## src/rtl/hs_lane_sequencer_pkg.sv

```systemverilog
// hs_lane_sequencer_pkg: lane FSM states, sync byte, LP level constants and per-state output decode
package hs_lane_sequencer_pkg;
  typedef enum logic [2:0] {STOP, LP_RQST, LP_PREP, HS_ZERO, SYNC, DATA, TRAIL, EXIT} state_t;
  localparam logic [7:0] SYNC_BYTE = 8'hB8;
  localparam logic [1:0] LP11 = 2'b11;
  localparam logic [1:0] LP01 = 2'b01;
  localparam logic [1:0] LP00 = 2'b00;
  function automatic logic [1:0] lp_level(state_t s);
    return s == LP_RQST ? LP01 : (s == STOP || s == EXIT) ? LP11 : LP00;
  endfunction
  function automatic logic hs_on(state_t s);
    return s inside {HS_ZERO, SYNC, DATA, TRAIL};
  endfunction
endpackage

```

## src/rtl/hs_lane_sequencer_if.sv

```systemverilog
// hs_lane_sequencer_if: PPI request/data/ready plus LP levels, HS enable and DDR bit pair; master = PPI/PHY side, slave = sequencer
interface hs_lane_sequencer_if;
  logic       TxRequestHS;
  logic [7:0] TxDataHS;
  logic       TxReadyHS;
  logic       Stopstate;
  logic       LP_Dp;
  logic       LP_Dn;
  logic       HS_Enable;
  logic       Serial_B1;
  logic       Serial_B2;
  modport master (output TxRequestHS, TxDataHS, input TxReadyHS, Stopstate, LP_Dp, LP_Dn, HS_Enable, Serial_B1, Serial_B2);
  modport slave (input TxRequestHS, TxDataHS, output TxReadyHS, Stopstate, LP_Dp, LP_Dn, HS_Enable, Serial_B1, Serial_B2);
endinterface

```

## src/rtl/hs_lane_sequencer_serializer.sv

```systemverilog
// hs_byte_serializer: byte shift register emitting LSB-first bit pairs (b1 even, b2 odd), phase counter, ld strobe loads d, clr zeroes phase
module hs_byte_serializer (
  input  logic       clk,
  input  logic       rst_n,
  input  logic       clr,
  input  logic       ld,
  input  logic [7:0] d,
  output logic       b1,
  output logic       b2,
  output logic       last,
  output logic       pre_last
);
  logic [7:0] sr;
  logic [1:0] phase;
  always_ff @(posedge clk or negedge rst_n)
    if (!rst_n) begin
      sr <= '0;
      phase <= '0;
    end else begin
      sr <= ld ? d : {sr[7], sr[7], sr[7:2]};
      phase <= clr ? 2'd0 : phase + 2'd1;
    end
  assign b1 = sr[0];
  assign b2 = sr[1];
  assign last = phase == 2'd3;
  assign pre_last = phase == 2'd2;
endmodule

```

## src/rtl/hs_lane_sequencer.sv

```systemverilog
// hs_lane_sequencer: D-PHY TX lane LP->HS entry, byte serialization, trail and exit; ports TX_DDR_clk, TX_rst_n, bus (slave)
module hs_lane_sequencer
  import hs_lane_sequencer_pkg::*;
#(
  parameter int T_LPX = 8,
  parameter int T_HS_PREPARE = 6,
  parameter int HS_ZERO_BYTES = 4,
  parameter int T_HS_TRAIL = 8,
  parameter int T_HS_EXIT = 10,
  parameter int CNT_W = 8
) (
  input logic TX_DDR_clk,
  input logic TX_rst_n,
  hs_lane_sequencer_if.slave bus
);
  state_t state, state_nx;
  logic [CNT_W-1:0] cnt, cnt_nx;
  logic rdy, rdy_nx, ld, clr, b1, b2, last, pre_last, hs_en, stop;
  logic [1:0] lp;
  logic [7:0] d;
  hs_byte_serializer ser (
    .clk(TX_DDR_clk), .rst_n(TX_rst_n), .clr(clr), .ld(ld), .d(d),
    .b1(b1), .b2(b2), .last(last), .pre_last(pre_last)
  );
  always_comb begin
    state_nx = state;
    cnt_nx = cnt - 1'b1;
    rdy_nx = 1'b0;
    ld = 1'b0;
    clr = 1'b0;
    d = '0;
    case (state)
      STOP: if (bus.TxRequestHS) begin
        state_nx = LP_RQST;
        cnt_nx = CNT_W'(T_LPX - 1);
      end
      LP_RQST: if (!bus.TxRequestHS) state_nx = STOP;
      else if (cnt == '0) begin
        state_nx = LP_PREP;
        cnt_nx = CNT_W'(T_HS_PREPARE - 1);
      end
      LP_PREP: if (!bus.TxRequestHS) state_nx = STOP;
      else if (cnt == '0) begin
        state_nx = HS_ZERO;
        cnt_nx = CNT_W'(HS_ZERO_BYTES * 4 - 1);
        ld = 1'b1;
        clr = 1'b1;
      end
      HS_ZERO: if (cnt == '0) begin
        state_nx = SYNC;
        ld = 1'b1;
        d = SYNC_BYTE;
      end
      // TxReadyHS is registered, so the request is sampled one pair early to show ready during the last pair
      SYNC, DATA: begin
        rdy_nx = pre_last && bus.TxRequestHS;
        if (last) begin
          state_nx = rdy ? DATA : TRAIL;
          ld = 1'b1;
          d = rdy ? bus.TxDataHS : {8{~b2}};
          cnt_nx = CNT_W'(T_HS_TRAIL - 1);
        end
      end
      TRAIL: if (cnt == '0) begin
        state_nx = EXIT;
        cnt_nx = CNT_W'(T_HS_EXIT - 1);
        ld = 1'b1;
      end
      EXIT: if (cnt == '0) state_nx = STOP;
    endcase
  end
  always_ff @(posedge TX_DDR_clk or negedge TX_rst_n)
    if (!TX_rst_n) begin
      state <= STOP;
      cnt <= '0;
      rdy <= 1'b0;
      lp <= LP11;
      hs_en <= 1'b0;
      stop <= 1'b1;
    end else begin
      state <= state_nx;
      cnt <= cnt_nx;
      rdy <= rdy_nx;
      lp <= lp_level(state_nx);
      hs_en <= hs_on(state_nx);
      stop <= state_nx == STOP;
    end
  assign bus.TxReadyHS = rdy;
  assign bus.Stopstate = stop;
  assign bus.LP_Dp = lp[1];
  assign bus.LP_Dn = lp[0];
  assign bus.HS_Enable = hs_en;
  assign bus.Serial_B1 = b1;
  assign bus.Serial_B2 = b2;
endmodule

```

## src/flat_wrapper.sv

```systemverilog
// flat-port wrapper written by rule: the top's interface ports become plain ports
module hs_lane_sequencer_flat import hs_lane_sequencer_pkg::*;
#(
  parameter int T_LPX = 8,
  parameter int T_HS_PREPARE = 6,
  parameter int HS_ZERO_BYTES = 4,
  parameter int T_HS_TRAIL = 8,
  parameter int T_HS_EXIT = 10,
  parameter int CNT_W = 8
)
  (TX_DDR_clk, TX_rst_n, bus_TxRequestHS, bus_TxDataHS, bus_TxReadyHS, bus_Stopstate, bus_LP_Dp, bus_LP_Dn, bus_HS_Enable, bus_Serial_B1, bus_Serial_B2);
  hs_lane_sequencer_if bus_i ();
  input logic TX_DDR_clk;
  input logic TX_rst_n;
  input wire logic [$bits(bus_i.TxRequestHS)-1:0] bus_TxRequestHS;
  input wire logic [$bits(bus_i.TxDataHS)-1:0] bus_TxDataHS;
  output wire logic [$bits(bus_i.TxReadyHS)-1:0] bus_TxReadyHS;
  output wire logic [$bits(bus_i.Stopstate)-1:0] bus_Stopstate;
  output wire logic [$bits(bus_i.LP_Dp)-1:0] bus_LP_Dp;
  output wire logic [$bits(bus_i.LP_Dn)-1:0] bus_LP_Dn;
  output wire logic [$bits(bus_i.HS_Enable)-1:0] bus_HS_Enable;
  output wire logic [$bits(bus_i.Serial_B1)-1:0] bus_Serial_B1;
  output wire logic [$bits(bus_i.Serial_B2)-1:0] bus_Serial_B2;
  assign bus_i.TxRequestHS = bus_TxRequestHS;
  assign bus_i.TxDataHS = bus_TxDataHS;
  assign bus_TxReadyHS = bus_i.TxReadyHS;
  assign bus_Stopstate = bus_i.Stopstate;
  assign bus_LP_Dp = bus_i.LP_Dp;
  assign bus_LP_Dn = bus_i.LP_Dn;
  assign bus_HS_Enable = bus_i.HS_Enable;
  assign bus_Serial_B1 = bus_i.Serial_B1;
  assign bus_Serial_B2 = bus_i.Serial_B2;
  hs_lane_sequencer #(.T_LPX(T_LPX), .T_HS_PREPARE(T_HS_PREPARE), .HS_ZERO_BYTES(HS_ZERO_BYTES), .T_HS_TRAIL(T_HS_TRAIL), .T_HS_EXIT(T_HS_EXIT), .CNT_W(CNT_W)) u_core (.TX_DDR_clk(TX_DDR_clk), .TX_rst_n(TX_rst_n), .bus(bus_i));
endmodule
```

## config.mk

```make
export PLATFORM = sky130hd
export DESIGN_NAME = hs_lane_sequencer_flat
export DESIGN_NICKNAME = d
export VERILOG_FILES = /design/src/rtl/hs_lane_sequencer_pkg.sv /design/src/rtl/hs_lane_sequencer_if.sv /design/src/rtl/hs_lane_sequencer_serializer.sv /design/src/rtl/hs_lane_sequencer.sv /design/src/flat_wrapper.sv
export SDC_FILE = /design/constraint.sdc
export NUM_CORES = 1
export LEC_CHECK = 0
export BUFFER_PORTS_ARGS = -buffer_cell sky130_fd_sc_hd__buf_2
export CORE_MARGIN = 2
export CORE_UTILIZATION = 52
export DETAILED_ROUTE_END_ITERATION = 6
export PLACE_DENSITY = 0.82
export RECOVER_POWER = 25
export SYNTH_ARGS = -nofsm -noshare
export SYNTH_HDL_FRONTEND = slang
export SYNTH_SLANG_ARGS = --single-unit
```

## constraint.sdc

```tcl
create_clock -name TX_DDR_clk -period 3 [get_ports TX_DDR_clk]
set_input_delay 0.45 -clock TX_DDR_clk [delete_from_list [all_inputs] [get_ports TX_DDR_clk]]
set_output_delay 0.45 -clock TX_DDR_clk [all_outputs]
set_load 0.03 [all_outputs]
```

**Word level (Yosys, flattened, before mapping)**

Index checks and enable logic that the tools add are counted.

- Bits in registers: 26
- Input bits: 11
- Output and inout bits: 7
- Word-level logic and storage cells: 68

- $add $sub $neg: 2
- Equal/unequal tests: 15
- Mux-type cells: 33
- Bitwise gates (word level): 1
- Reductions and logical operators: 8

Operators by type and width:

| kind | number |
|---|---|
| 2-to-1 mux 8 bit | 10 |
| one-hot mux 8 bit (5 select lines) | 1 |
| 2-to-1 mux 3 bit | 9 |
| == test 3 bit, second input constant | 8 |
| one-hot mux 3 bit (7 select lines) | 1 |
| one-hot mux 8 bit (2 select lines) | 1 |
| == test 3 x 2 -> 1 bit, second input constant | 3 |
| logical NOT 8 bit | 1 |
| 2-to-1 mux 2 bit | 4 |
| subtractor 8 x 1 -> 8 bit, second input constant | 1 |
| 2-to-1 mux 7 bit | 1 |
| == test 3 x 1 -> 1 bit, second input constant | 2 |
| logical NOT 3 bit | 2 |
| 2-to-1 mux 1 bit | 5 |
| == test 2 bit, second input constant | 2 |
| nonzero test 4 bit | 1 |
| OR reduction 2 bit | 2 |
| one-hot mux 1 bit (3 select lines) | 1 |
| adder 2 x 1 -> 2 bit, second input constant | 1 |
| logical AND 1 bit | 1 |
| logical OR 1 bit | 1 |
| inverter 1 bit | 1 |

**Depth between registers and ports, before layout**

Gate-level depths: netlist (run 1).

- Depth in word-level cells: 8
- Mapped depth: 6

**Modules after synthesis**

A second synthesis (run 1) with hierarchy kept.

- Cells, all modules: 150
- Area, all modules: 1,492.7 µm²

Modules (own cells, without submodules):

| module | times used | cells an instance | area an instance (µm²) |
|---|---|---|---|
| hs_lane_sequencer | 1 | 126 | 1,074.8 |
| hs_byte_serializer | 1 | 24 | 417.9 |

**Worst setup path after synthesis (run 1)**

No wires, ideal clock.

- Path type: reg2reg
- Start: reg u_core.cnt[0]
- End: reg u_core.ser.sr[5]
- Library setup time: 0.124 ns
- Arrival time: 1.573 ns
- Path slack: 1.303 ns
- Cell stages (with the launch flop): 7
- Period minus slack after synthesis: 1.697 ns
- Cells stage by stage: dfrtp_1 inv_1 ha_1 nor3b_2 a41oi_4 and2_4 a211o_1

- Longest elaborated chain between the ends: 5
- Elaborated cells between the ends (all ways): 7

Ends and longest elaborated chain:

| item | RTL line | source |
|---|---|---|
| start, declared | hs_lane_sequencer.sv:17 | `logic [CNT_W-1:0] cnt, cnt_nx;` |
| start signal, assigned | hs_lane_sequencer.sv:82 | `cnt <= cnt_nx;` |
| logical NOT 8 bit * | hs_lane_sequencer.sv:43, hs_lane_sequencer.sv:49, hs_lane_sequencer.sv:64 |  |
| 2-to-1 mux 1 bit | hs_lane_sequencer.sv:43, hs_lane_sequencer.sv:49, hs_lane_sequencer.sv:64 |  |
| 2-to-1 mux 1 bit | hs_lane_sequencer.sv:42 | `LP_PREP: if (!bus.TxRequestHS) state_nx = STOP;` |
| one-hot mux 1 bit (3 select lines) | hs_lane_sequencer.sv:32 | `case (state)` |
| 2-to-1 mux 7 bit * | hs_lane_sequencer_serializer.sv:20 | `sr <= ld ? d : {sr[7], sr[7], sr[7:2]};` |
| end signal, assigned | hs_lane_sequencer_serializer.sv:20 |  |
| end, declared | hs_lane_sequencer_serializer.sv:13 | `logic [7:0] sr;` |

Every way passes the cells marked *; elsewhere a longest branch is shown, timed or not.
A chain may end at the register's enable or synchronous reset.

**Worst setup path in the final report (run 1)**

- Start: reg u_core.cnt[0]
- End: reg u_core.ser.sr[3]

The elaborated chain is that of the path after synthesis.

==> impl_metrics.prom, run 1 <==
# TYPE chip_impl_metric gauge
chip_impl_metric{name="number_of_failing_setup_endpoints_in_the_final_timing_report",unit=""} 0
chip_impl_info{name="synth.area.top_cells",value="sky130_fd_sc_hd__dfrtp_1 (40%), sky130_fd_sc_hd__dfstp_2 (5.5%), sky130_fd_sc_hd__nand2_1 (4.4%)"} 1
chip_impl_metric{name="route.detailed.wl_per_inst",unit="µm"} 13.83
chip_impl_metric{name="asyncSetResetFlopFracSynth",unit=""} 1.000
chip_impl_info{name="min_path_type",value="in2reg"} 1
chip_impl_metric{name="grt-ovfl-total",unit=""} 0
chip_impl_metric{name="post_cts.resized_instances",unit=""} 0
chip_impl_metric{name="cts_buffer_depth",unit=""} 2
chip_impl_metric{name="cp_max_fanout",unit=""} 9
chip_impl_metric{name="synthesis.yosys.warnings",unit=""} 0
chip_impl_info{name="cts_tree",value="built"} 1
chip_impl_metric{name="layout-drive-gt1-share",unit=""} 0.1925
chip_impl_metric{name="maxSlewViolCount",unit=""} 0
chip_impl_info{name="ys_top_cells_by_count",value="sky130_fd_sc_hd__dfrtp_1 (23), sky130_fd_sc_hd__nand2_1 (17), sky130_fd_sc_hd__nor2_1 (13)"} 1
chip_impl_metric{name="die_y",unit="µm"} 56.65
chip_impl_metric{name="buffer_ports.inserted",unit=""} 17
chip_impl_info{name="cp-end-kind",value="flop"} 1
chip_impl_info{name="yosysTopAreaCell",value="sky130_fd_sc_hd__dfrtp_1"} 1
chip_impl_info{name="cts.root.buffer_cell",value="sky130_fd_sc_hd__clkbuf_4"} 1
chip_impl_metric{name="cts_max_level",unit=""} 1
chip_impl_metric{name="power_density",unit="nW/µm²"} 877.1
chip_impl_metric{name="hold_buffers",unit=""} 0
chip_impl_metric{name="maximum_clock_frequency",unit="GHz"} 0.5112
chip_impl_info{name="topmost_layer_with_routed_signal_wires",value="met4"} 1
chip_impl_metric{name="die_area",unit="µm²"} 3209
chip_impl_metric{name="period_needed",unit="ns"} 1.956
chip_impl_metric{name="core-area",unit="µm²"} 2686
chip_impl_info{name="run_status",value="finished, final reports clean"} 1
chip_impl_metric{name="synth.avg_cell_area",unit="µm²"} 9.872
chip_impl_metric{name="floorplan.initialDensity",unit=""} 0.5366
chip_impl_info{name="synth_flop_type",value="sky130_fd_sc_hd__dfrtp_1"} 1
chip_impl_metric{name="regArea",unit="µm²"} 654.4
chip_impl_metric{name="post_place_setup_slack",unit="ns"} 1.096
chip_impl_metric{name="fp.dieW",unit="µm"} 56.65
chip_impl_metric{name="first_pass_iters",unit=""} 4
chip_impl_metric{name="postLayoutSetupSlackWorst",unit="ns"} 1.044
chip_impl_metric{name="grt_antenna_before_repair",unit=""} 0
chip_impl_metric{name="detailroute.wirelength.met2",unit="µm"} 1272
chip_impl_metric{name="syn_inst",unit=""} 146
chip_impl_metric{name="flip_flop_and_latch_count_after_synthesis",unit=""} 26
chip_impl_info{name="most_frequently_used_cell_type_in_the_post_synthesis_netlist",value="sky130_fd_sc_hd__dfrtp_1"} 1
chip_impl_metric{name="footprint_of_the_multi_input_gates",unit="µm²"} 721.9
chip_impl_metric{name="tritoncts.num_buffers",unit=""} 3
chip_impl_metric{name="cp_data_required_time",unit="ns"} 3.28
chip_impl_metric{name="globalRouteTotalUtil",unit=""} 0.1876
chip_impl_metric{name="post_cts_buffers",unit=""} 0
chip_impl_metric{name="clk_latency",unit="ns"} 0.33
chip_impl_metric{name="vias",unit=""} 1111
chip_impl_metric{name="ir_drop",unit="mV"} 0.5689
chip_impl_metric{name="grt_pass1_vias",unit=""} 1108
chip_impl_metric{name="path_clk_slew",unit="ns"} 0.14
chip_impl_metric{name="synth-edff-count",unit=""} 0
chip_impl_metric{name="routabilityCongestion",unit=""} 0.8740
chip_impl_metric{name="m1WireLength",unit="µm"} 1261
chip_impl_metric{name="synthesis.nets",unit=""} 161
chip_impl_metric{name="antenna_cells",unit=""} 0
chip_impl_metric{name="layout_worst_path_cycle_share",unit=""} 0.6521
chip_impl_metric{name="max_cap_viol_count",unit=""} 0
chip_impl_metric{name="met3WireLength",unit="µm"} 75
chip_impl_metric{name="detailedPlacementHpwl",unit="µm"} 1928
chip_impl_metric{name="worst_ep_arrival_time",unit="ns"} 2.23
chip_impl_metric{name="num_io_pins",unit=""} 18
chip_impl_metric{name="max_slew.worst_pin.slew",unit="ns"} 1.299
chip_impl_info{name="critPathKind",value="reg2reg"} 1
chip_impl_metric{name="grt_first_pass_wirelength",unit="µm"} 4726
chip_impl_metric{name="pin_count_of_the_biggest_net_entering_global_routing",unit=""} 27
chip_impl_metric{name="antenna_violating_nets_post_route",unit=""} 0
chip_impl_info{name="setup.worst_path.start_class",value="flop"} 1
chip_impl_metric{name="routed_via_density",unit=""} 5.786
chip_impl_metric{name="worst_slew_margin_rel",unit=""} 0.1337
chip_impl_metric{name="synth.lib_cells_used.distinct",unit=""} 45
chip_impl_metric{name="cts_num_sinks",unit=""} 26
chip_impl_metric{name="fin_nets",unit=""} 177
chip_impl_metric{name="synth.yosys.seq_area_share",unit=""} 0.4540
chip_impl_metric{name="netlist.area_leader.share",unit=""} 0.3993
chip_impl_info{name="unrepaired_setup_endpoints_after_global_routing",value="false"} 1
chip_impl_metric{name="synth_area",unit="µm²"} 1441
chip_impl_metric{name="timing.clock.skew",unit="ns"} 0.007659
chip_impl_metric{name="power.leakage",unit="nW"} 0.7495
chip_impl_metric{name="number_of_hold_slack_violations_in_the_final_timing_report",unit=""} 0
chip_impl_metric{name="fill_cells",unit=""} 232
chip_impl_metric{name="flow.area_growth_from_synthesis",unit="%"} 8.073
chip_impl_metric{name="core.rowCount",unit=""} 19
chip_impl_metric{name="remaining_routing_drc_violations",unit=""} 0
chip_impl_metric{name="wirelength",unit="µm"} 2655
chip_impl_metric{name="detailedRoute.firstIterationViolations",unit=""} 28
chip_impl_metric{name="tns",unit="ns"} 0
## cells in the final DEF, fill, tap and decap left out, types with 3 or more instances in the layout
cell | synthesis | layout
sky130_fd_sc_hd__nand2b_1 | 6 | 6
sky130_fd_sc_hd__dfstp_2 | 3 | 3
sky130_fd_sc_hd__xor2_1 | 4 | 4
sky130_fd_sc_hd__dfrtp_1 | 23 | 23
sky130_fd_sc_hd__clkbuf_4 | 0 | 3
sky130_fd_sc_hd__nor2_1 | 13 | 13
sky130_fd_sc_hd__a211o_1 | 3 | 3
sky130_fd_sc_hd__buf_2 | 0 | 16
sky130_fd_sc_hd__inv_1 | 6 | 6
sky130_fd_sc_hd__nand3b_1 | 3 | 3
sky130_fd_sc_hd__ha_1 | 4 | 4
sky130_fd_sc_hd__a21oi_1 | 9 | 9
sky130_fd_sc_hd__o21ai_0 | 9 | 9
sky130_fd_sc_hd__xnor2_1 | 3 | 3
sky130_fd_sc_hd__nand2_1 | 17 | 17
## per-stage QoR
stage / instance area, µm² / std cells / hold slack [ns] / utilization / total power, mW
floorplan: 1441 / 146 / 0.1544 / - / 1.063
global placement: 1523 / 188 / 0.4174 / 0.5668 / 1.161
detailed placement: 1523 / 188 / 0.4347 / 0.5668 / 1.185
global route: 1558 / 192 / 0.3572 / 0.5799 / 1.465
CTS: 1559 / 192 / 0.09228 / 0.5803 / 1.373
finish: 1558 / 192 / 0.3346 / 0.5799 / 1.366
## logic make-up after synthesis
logic type               Yosys count  share of synthesized area
AO/OA/AOI/OAI                     39                     0.1988
XOR/XNOR                           7                    0.04254
adder cells (fa/ha/maj)            4                    0.03472
buffers and inverters             12                    0.04514
flip-flops                        26                     0.4540
multiplexers                       1                   0.006945
AND/OR/NAND/NOR                   57                     0.2179
## final timing paths
kind                                       start               end  slack (ns)  cells past startpoint
worst max register to register     u_core.cnt[0]  u_core.ser.sr[3]        1.04                      6
max in group asynchronous               TX_rst_n     u_core.cnt[0]        1.87                      1
worst max-delay path               u_core.cnt[0]  u_core.ser.sr[3]        1.04                      6
worst min register to register  u_core.ser.sr[3]  u_core.ser.sr[1]        0.46                      2
min in group asynchronous               TX_rst_n  u_core.ser.sr[0]        0.37                      1
worst min-delay path             bus_TxDataHS[1]  u_core.ser.sr[1]        0.33                      3
## power by group
part | leakage [nW] | switching (mW) | internal, mW | total [mW]
clock network | 0.0210 | 0.104 | 0.0744 | 0.178
logic | 0.397 | 0.326 | 0.247 | 0.574
registers | 0.331 | 0.148 | 0.466 | 0.614
## registers in the layout, indices dropped and copies added, names as in the netlist
signal                count
u_core.ser.phase          2
u_core.state              3
u_core.bus.Stopstate      1
u_core.bus.HS_Enable      1
u_core.ser.sr             8
u_core.bus.TxReadyHS      1
u_core.lp                 2
u_core.cnt                8
## layout make-up
| class | instances | area share |
|---|---|---|
| clock buffers | 4 | 0.02329 |
| multi-input cells | 108 | 0.4635 |
| repair buffers | 17 | 0.05382 |
| inverters | 6 | 0.01446 |
| flip-flops and latches | 26 | 0.4201 |
| well taps | 31 | 0.02490 |
## layer usage
metal  vias to the layer above  global-route usage
met5                         -                   0
met4                         0             0.08844
li1                        543                   -
met3                         5             0.03226
met1                       546              0.2402
met2                        17              0.3073
## critical path, stage by stage, from the launching register on
cell                       delay, ns
sky130_fd_sc_hd__dfrtp_1        0.44
sky130_fd_sc_hd__inv_1          0.10
sky130_fd_sc_hd__ha_1           0.14
sky130_fd_sc_hd__nor3b_2        0.41
sky130_fd_sc_hd__nand2_2        0.22
sky130_fd_sc_hd__nor3_1         0.44
sky130_fd_sc_hd__nand3b_1       0.17
Power figures use the tool's default switching activity.
==> inputs of run 2 (changes only) <==
Clock period 3 ns to 1.8 ns, I/O delays scaled along.
==> impl_metrics.prom, run 2 (synthesis results as in run 1) <==
# TYPE chip_impl_metric gauge
chip_impl_info{name="run_status",value="finished, final reports clean"} 1
chip_impl_info{name="cts.root.buffer_cell",value="sky130_fd_sc_hd__clkbuf_4"} 1
chip_impl_metric{name="period_needed",unit="ns"} 1.737
chip_impl_metric{name="cts_num_sinks",unit=""} 26
chip_impl_metric{name="whs_path_depth",unit=""} 3
chip_impl_info{name="critPathKind",value="reg2reg"} 1
chip_impl_info{name="cp-end-kind",value="flop"} 1
chip_impl_metric{name="layout_worst_path_cycle_share",unit=""} 0.9652
chip_impl_info{name="most-common-layout-cells",value="sky130_fd_sc_hd__dfrtp_1 (23), sky130_fd_sc_hd__nand2_1 (17), sky130_fd_sc_hd__buf_2 (16)"} 1
chip_impl_metric{name="maxSlewViolCount",unit=""} 0
chip_impl_metric{name="remaining_routing_drc_violations",unit=""} 0
chip_impl_metric{name="max_cap_viol_count",unit=""} 0
chip_impl_metric{name="grt_use_met1",unit=""} 0.2641
chip_impl_metric{name="cp_data_required_time",unit="ns"} 2.02
chip_impl_metric{name="post_place_setup_slack",unit="ns"} 0.1023
chip_impl_metric{name="pin_count_of_the_biggest_net_entering_global_routing",unit=""} 27
chip_impl_metric{name="wirelength",unit="µm"} 2865
chip_impl_metric{name="route.detailed.wl_per_inst",unit="µm"} 13.98
chip_impl_metric{name="maximum_clock_frequency",unit="GHz"} 0.5756
chip_impl_metric{name="timing.clock.skew",unit="ns"} 0.01149
chip_impl_metric{name="cts_buffer_depth",unit=""} 2
chip_impl_metric{name="layout-drive-gt1-share",unit=""} 0.2529
chip_impl_metric{name="core.rowCount",unit=""} 19
chip_impl_metric{name="clk_latency",unit="ns"} 0.33
chip_impl_info{name="setup.worst_path.start_class",value="flop"} 1
chip_impl_metric{name="grt-ovfl-total",unit=""} 0
chip_impl_metric{name="grt.met3_usage",unit=""} 0.03456
chip_impl_metric{name="fin_util",unit=""} 0.6218
chip_impl_metric{name="number_of_hold_slack_violations_in_the_final_timing_report",unit=""} 0
chip_impl_metric{name="tritoncts.num_buffers",unit=""} 3
chip_impl_metric{name="grt_first_pass_wirelength",unit="µm"} 4947
chip_impl_metric{name="reg2reg_path_depth",unit=""} 5
chip_impl_info{name="global_route.peak_usage_layer",value="met2"} 1
chip_impl_metric{name="worst_ep_arrival_time",unit="ns"} 1.95
chip_impl_metric{name="first_pass_iters",unit=""} 4
chip_impl_metric{name="vias",unit=""} 1171
chip_impl_metric{name="globalRouteTotalUtil",unit=""} 0.1961
chip_impl_info{name="min_path_type",value="in2reg"} 1
chip_impl_metric{name="fin_nets",unit=""} 190
chip_impl_metric{name="routed_via_density",unit=""} 5.712
chip_impl_metric{name="grt_pass1_vias",unit=""} 1133
chip_impl_metric{name="die_area",unit="µm²"} 3209
chip_impl_metric{name="detailedRoute.firstIterationViolations",unit=""} 23
chip_impl_metric{name="num_io_pins",unit=""} 18
chip_impl_metric{name="power.leakage",unit="nW"} 0.8179
chip_impl_metric{name="ir_drop",unit="mV"} 0.8874
chip_impl_metric{name="cts_max_level",unit=""} 1
chip_impl_metric{name="flow.area_growth_from_synthesis",unit="%"} 15.89
chip_impl_metric{name="path_clk_slew",unit="ns"} 0.15
chip_impl_info{name="layout_commonest_cell",value="sky130_fd_sc_hd__dfrtp_1"} 1
chip_impl_info{name="cts_tree",value="built"} 1
chip_impl_metric{name="antenna_violating_nets_post_route",unit=""} 0
chip_impl_info{name="top_regs",value="u_core.cnt x8, u_core.ser.sr x8, u_core.state x3"} 1
chip_impl_metric{name="postLayoutSetupSlackWorst",unit="ns"} 0.06261
chip_impl_metric{name="routabilityCongestion",unit=""} 0.9349
chip_impl_metric{name="max_slew.worst_pin.slew",unit="ns"} 0.6222
chip_impl_metric{name="buffer_ports.inserted",unit=""} 17
chip_impl_metric{name="core-area",unit="µm²"} 2686
chip_impl_metric{name="grt_use_met2",unit=""} 0.2990
chip_impl_metric{name="number_of_failing_setup_endpoints_in_the_final_timing_report",unit=""} 0
chip_impl_metric{name="cp_max_fanout",unit=""} 3
chip_impl_metric{name="grt_antenna_before_repair",unit=""} 0
chip_impl_metric{name="antenna_cells",unit=""} 0
chip_impl_metric{name="tns",unit="ns"} 0
chip_impl_metric{name="floorplan.initialDensity",unit=""} 0.5366
chip_impl_metric{name="design_power_total",unit="mW"} 2.447
chip_impl_metric{name="fp.dieW",unit="µm"} 56.65
chip_impl_metric{name="detailedPlacementHpwl",unit="µm"} 2091
chip_impl_metric{name="power_density",unit="nW/µm²"} 1465
chip_impl_metric{name="die_y",unit="µm"} 56.65
chip_impl_metric{name="worst_slew_margin_rel",unit=""} 0.5852
[run 2: cell types whose count changed in the layout (fill, tap and decap cells not counted)]
| cell | previous run | this run |
|---|---|---|
| sky130_fd_sc_hd__a221oi_2 | 1 | 0 |
| sky130_fd_sc_hd__clkbuf_2 | 0 | 1 |
| sky130_fd_sc_hd__dlygate4sd3_1 | 0 | 1 |
| sky130_fd_sc_hd__buf_4 | 0 | 12 |
| sky130_fd_sc_hd__clkbuf_1 | 1 | 0 |
| sky130_fd_sc_hd__a221oi_4 | 0 | 1 |
[run 2: path summary, 6_finish.rpt]
path | end | slack [ns] | start
setup / recovery | u_core.cnt[7] | 0.06 | u_core.cnt[1]
hold / removal | u_core.ser.sr[0] | 0.15 | bus_TxDataHS[0]
setup reg to reg | u_core.cnt[7] | 0.06 | u_core.cnt[1]
hold reg to reg | u_core.ser.sr[2] | 0.47 | u_core.ser.sr[4]
max in group asynchronous | u_core.cnt[7] | 0.91 | TX_rst_n
min in group asynchronous | u_core.state[1] | 0.46 | TX_rst_n
[run 2: critical path, stage by stage, from the launching register on]
cell                      delay [ns]
sky130_fd_sc_hd__dfrtp_1        0.43
sky130_fd_sc_hd__buf_4          0.14
sky130_fd_sc_hd__or4_4          0.49
sky130_fd_sc_hd__nor4_1         0.33
sky130_fd_sc_hd__xnor2_1        0.18
sky130_fd_sc_hd__nor2_1         0.06
[run 2: final cells by class]
| cell class | instances | area (µm²) |
|---|---|---|
| Inverter | 6 | 22.52 |
| Tap cell | 31 | 38.79 |
| Timing Repair Buffer | 30 | 185.2 |
| Clock buffer | 4 | 36.28 |
| Sequential cell | 26 | 654.4 |
| Multi-Input combinational cell | 108 | 733.2 |
| Fill cell | 218 | 1016 |
[run 2: report_power, final]
group          internal [mW]  switching (mW)  total (mW)
Sequential             0.778           0.175       0.953
Clock                  0.124           0.180       0.304
Combinational          0.533           0.658        1.19
Total                   1.43            1.01        2.45
[run 2: repair_timing]
| action | CTS | global route |
|---|---|---|
| endpoints found under the hold margin | 23 | 0 |
| hold buffers | 1 | 0 |
| setup endpoints to repair | 0 | 5 |
| buffers inserted | 0 | 3 |
| resized for setup | 0 | 1 |
[run 2: metal layers]
layer	up-vias	routed length (µm)
met1	562	1318
met4	0	37
met5	-	0
met3	4	157
li1	565	-
met2	40	1351
[run 2: per-stage QoR]
stage	instances	cell area, µm²	hold WS [ns]
4_1_cts	202	1637	0.1525
3_3_place_gp	197	1590	0.2812
2_1_floorplan	146	1441	-0.02559
5_1_grt	205	1670	0.1664
3_5_place_dp	197	1590	0.3002
6_report	205	1670	0.1544
==> inputs of run 3 (changes only) <==
Settings changed: CAP_MARGIN from default to 20, CTS_BUF_LIST from default to sky130_fd_sc_hd__clkbuf_16.
==> impl_metrics.prom, run 3 (synthesis results as in run 1) <==
# TYPE chip_impl_metric gauge
chip_impl_info{name="most-common-layout-cells",value="sky130_fd_sc_hd__dfrtp_1 (23), sky130_fd_sc_hd__nand2_1 (17), sky130_fd_sc_hd__buf_2 (16)"} 1
chip_impl_metric{name="maxSlewViolCount",unit=""} 0
chip_impl_metric{name="remaining_routing_drc_violations",unit=""} 0
chip_impl_metric{name="grt-ovfl-total",unit=""} 0
chip_impl_info{name="cts.root.buffer_cell",value="sky130_fd_sc_hd__clkbuf_16"} 1
chip_impl_info{name="r2r_start",value="u_core.cnt[1]"} 1
chip_impl_info{name="worstPathCellList",value="inv_1 > ha_1 > nor3b_2 > buf_4 > nand3b_1 > a221oi_4 > nand2b_1"} 1
chip_impl_metric{name="layout_worst_path_cycle_share",unit=""} 0.9378
chip_impl_metric{name="timing.clock.skew",unit="ns"} 0.007432
chip_impl_metric{name="detailed_place.area",unit="µm²"} 1590
chip_impl_metric{name="fin_util",unit=""} 0.6306
chip_impl_metric{name="antenna_cells",unit=""} 0
chip_impl_metric{name="die_area",unit="µm²"} 3209
chip_impl_metric{name="maximum_clock_frequency",unit="GHz"} 0.5924
chip_impl_metric{name="routabilityCongestion",unit=""} 0.9349
chip_impl_metric{name="route.detailed.wl_per_inst",unit="µm"} 14.78
chip_impl_metric{name="fill_cells",unit=""} 214
chip_impl_metric{name="path_clk_slew",unit="ns"} 0.07
chip_impl_metric{name="num_io_pins",unit=""} 18
chip_impl_metric{name="die_y",unit="µm"} 56.65
chip_impl_info{name="min_path_type",value="in2reg"} 1
chip_impl_metric{name="max_cap_viol_count",unit=""} 0
chip_impl_metric{name="detailedPlacementHpwl",unit="µm"} 2091
chip_impl_info{name="layout_commonest_cell",value="sky130_fd_sc_hd__dfrtp_1"} 1
chip_impl_metric{name="fp.dieW",unit="µm"} 56.65
chip_impl_info{name="top_regs",value="u_core.cnt x8, u_core.ser.sr x8, u_core.state x3"} 1
chip_impl_metric{name="floorplan.initialDensity",unit=""} 0.5366
chip_impl_metric{name="clk_latency",unit="ns"} 0.27
chip_impl_metric{name="max_slew.worst_pin.slew",unit="ns"} 1.350
chip_impl_metric{name="final_area",unit="µm²"} 1694
chip_impl_metric{name="power.leakage",unit="nW"} 0.8237
chip_impl_metric{name="max_stage_delay",unit="ns"} 0.40
chip_impl_metric{name="power_density",unit="nW/µm²"} 1565
chip_impl_metric{name="number_of_hold_slack_violations_in_the_final_timing_report",unit=""} 0
chip_impl_info{name="run_status",value="finished, final reports clean"} 1
chip_impl_info{name="cts_tree",value="built"} 1
chip_impl_metric{name="grt_antenna_before_repair",unit=""} 0
chip_impl_info{name="crit_path_start",value="u_core.cnt[1]"} 1
chip_impl_metric{name="core.rowCount",unit=""} 19
chip_impl_metric{name="period_needed",unit="ns"} 1.688
chip_impl_metric{name="flow.area_growth_from_synthesis",unit="%"} 17.53
chip_impl_metric{name="cts_num_sinks",unit=""} 26
chip_impl_info{name="worstHoldStart",value="bus_TxDataHS[0]"} 1
chip_impl_metric{name="number_of_failing_setup_endpoints_in_the_final_timing_report",unit=""} 0
chip_impl_metric{name="buffer_ports.inserted",unit=""} 17
chip_impl_metric{name="tritoncts.num_buffers",unit=""} 3
chip_impl_metric{name="grt_first_pass_wirelength",unit="µm"} 5099
chip_impl_info{name="setup.worst_path.start_class",value="flop"} 1
chip_impl_metric{name="cts_max_level",unit=""} 1
chip_impl_metric{name="pin_count_of_the_biggest_net_entering_global_routing",unit=""} 27
chip_impl_metric{name="fin_nets",unit=""} 188
chip_impl_info{name="cp_slowest_cell",value="sky130_fd_sc_hd__dfrtp_1"} 1
chip_impl_metric{name="cp_max_fanout",unit=""} 6
chip_impl_metric{name="first_pass_iters",unit=""} 4
chip_impl_metric{name="globalRouteTotalUtil",unit=""} 0.2000
chip_impl_metric{name="ir_drop",unit="mV"} 0.9987
chip_impl_metric{name="detailedRoute.firstIterationViolations",unit=""} 41
chip_impl_metric{name="wirelength",unit="µm"} 3000
chip_impl_metric{name="worst_slew_margin_rel",unit=""} 0.1003
chip_impl_info{name="cp-end-kind",value="flop"} 1
chip_impl_metric{name="core-area",unit="µm²"} 2686
chip_impl_metric{name="layout-drive-gt1-share",unit=""} 0.2384
chip_impl_metric{name="routed_via_density",unit=""} 5.818
chip_impl_metric{name="antenna_violating_nets_post_route",unit=""} 0
chip_impl_metric{name="grt_pass1_vias",unit=""} 1156
chip_impl_metric{name="cp_data_required_time",unit="ns"} 2.00
chip_impl_metric{name="worst_ep_arrival_time",unit="ns"} 1.89
chip_impl_metric{name="cts_buffer_depth",unit=""} 2
chip_impl_metric{name="hold_buffers",unit=""} 0
chip_impl_metric{name="vias",unit=""} 1181
chip_impl_info{name="critPathKind",value="reg2reg"} 1
## run 3: worst max-delay path, delay by kind of cell (launching register included)
family                     cells  cell delay, ns
and+or+nand+nor                3            0.46
DFF                            1            0.40
AOI/OAI and AO/OA              1            0.35
buffers and inverters          2            0.27
adders and majority gates      1            0.14
## run 3: area by class of cell
cell class	instances	area, µm²	share of cell area
Multi-Input combinational cell	108	733.2	0.4328
Tap cell	31	38.79	0.02290
Clock buffer	3	75.07	0.04431
Sequential cell	26	654.4	0.3863
Clock inverter	1	3.754	0.002216
Timing Repair Buffer	28	166.4	0.09823
Inverter	6	22.52	0.01329
## run 3: per-layer routing
metal / vias to the layer above / part of all wire / wire length [µm] / GRT usage
met3: 7 / 0.053 / 159 / 0.03226
met2: 33 / 0.47 / 1421 / 0.3156
met5: - / 0 / 0 / 0
met1: 580 / 0.46 / 1373 / 0.2685
li1: 561 / - / - / -
met4: 0 / 0.015 / 46 / 0.09184
## run 3: worst paths after layout
kind	end	slack, ns	depth (start not counted)
worst max-delay path	u_core.cnt[0]	0.11	7
worst min-delay path	u_core.ser.sr[0]	0.23	3
worst max register to register	u_core.cnt[0]	0.11	7
worst min register to register	u_core.ser.sr[2]	0.45	2
max in group asynchronous	u_core.cnt[0]	0.71	1
min in group asynchronous	u_core.ser.sr[0]	0.29	1
## run 3: report_power, final
group	switching [mW]	internal, mW
Combinational	0.672	0.520
Sequential	0.177	0.781
Clock	0.204	0.298
Total	1.05	1.60
## run 3: through the flow
step	setup TNS [ns]	std cells	power (mW)	setup WS [ns]	hold WS [ns]
6_report	0	203	2.652	0.1119	0.2311
5_1_grt	-0.04578	203	2.810	-0.01709	0.2589
4_1_cts	0	201	2.587	0.08804	0.01710
3_5_place_dp	0	197	2.067	0.1023	0.3002
3_3_place_gp	0	197	2.033	0.1727	0.2812
2_1_floorplan	0	146	1.771	0.1028	-0.02559
## run 3: what timing repair did
action / in CTS / in global routing
resized for setup: 0 / 1
setup buffers: 0 / 2
setup endpoints to repair: 0 / 5
hold endpoints to repair: 0 / 0
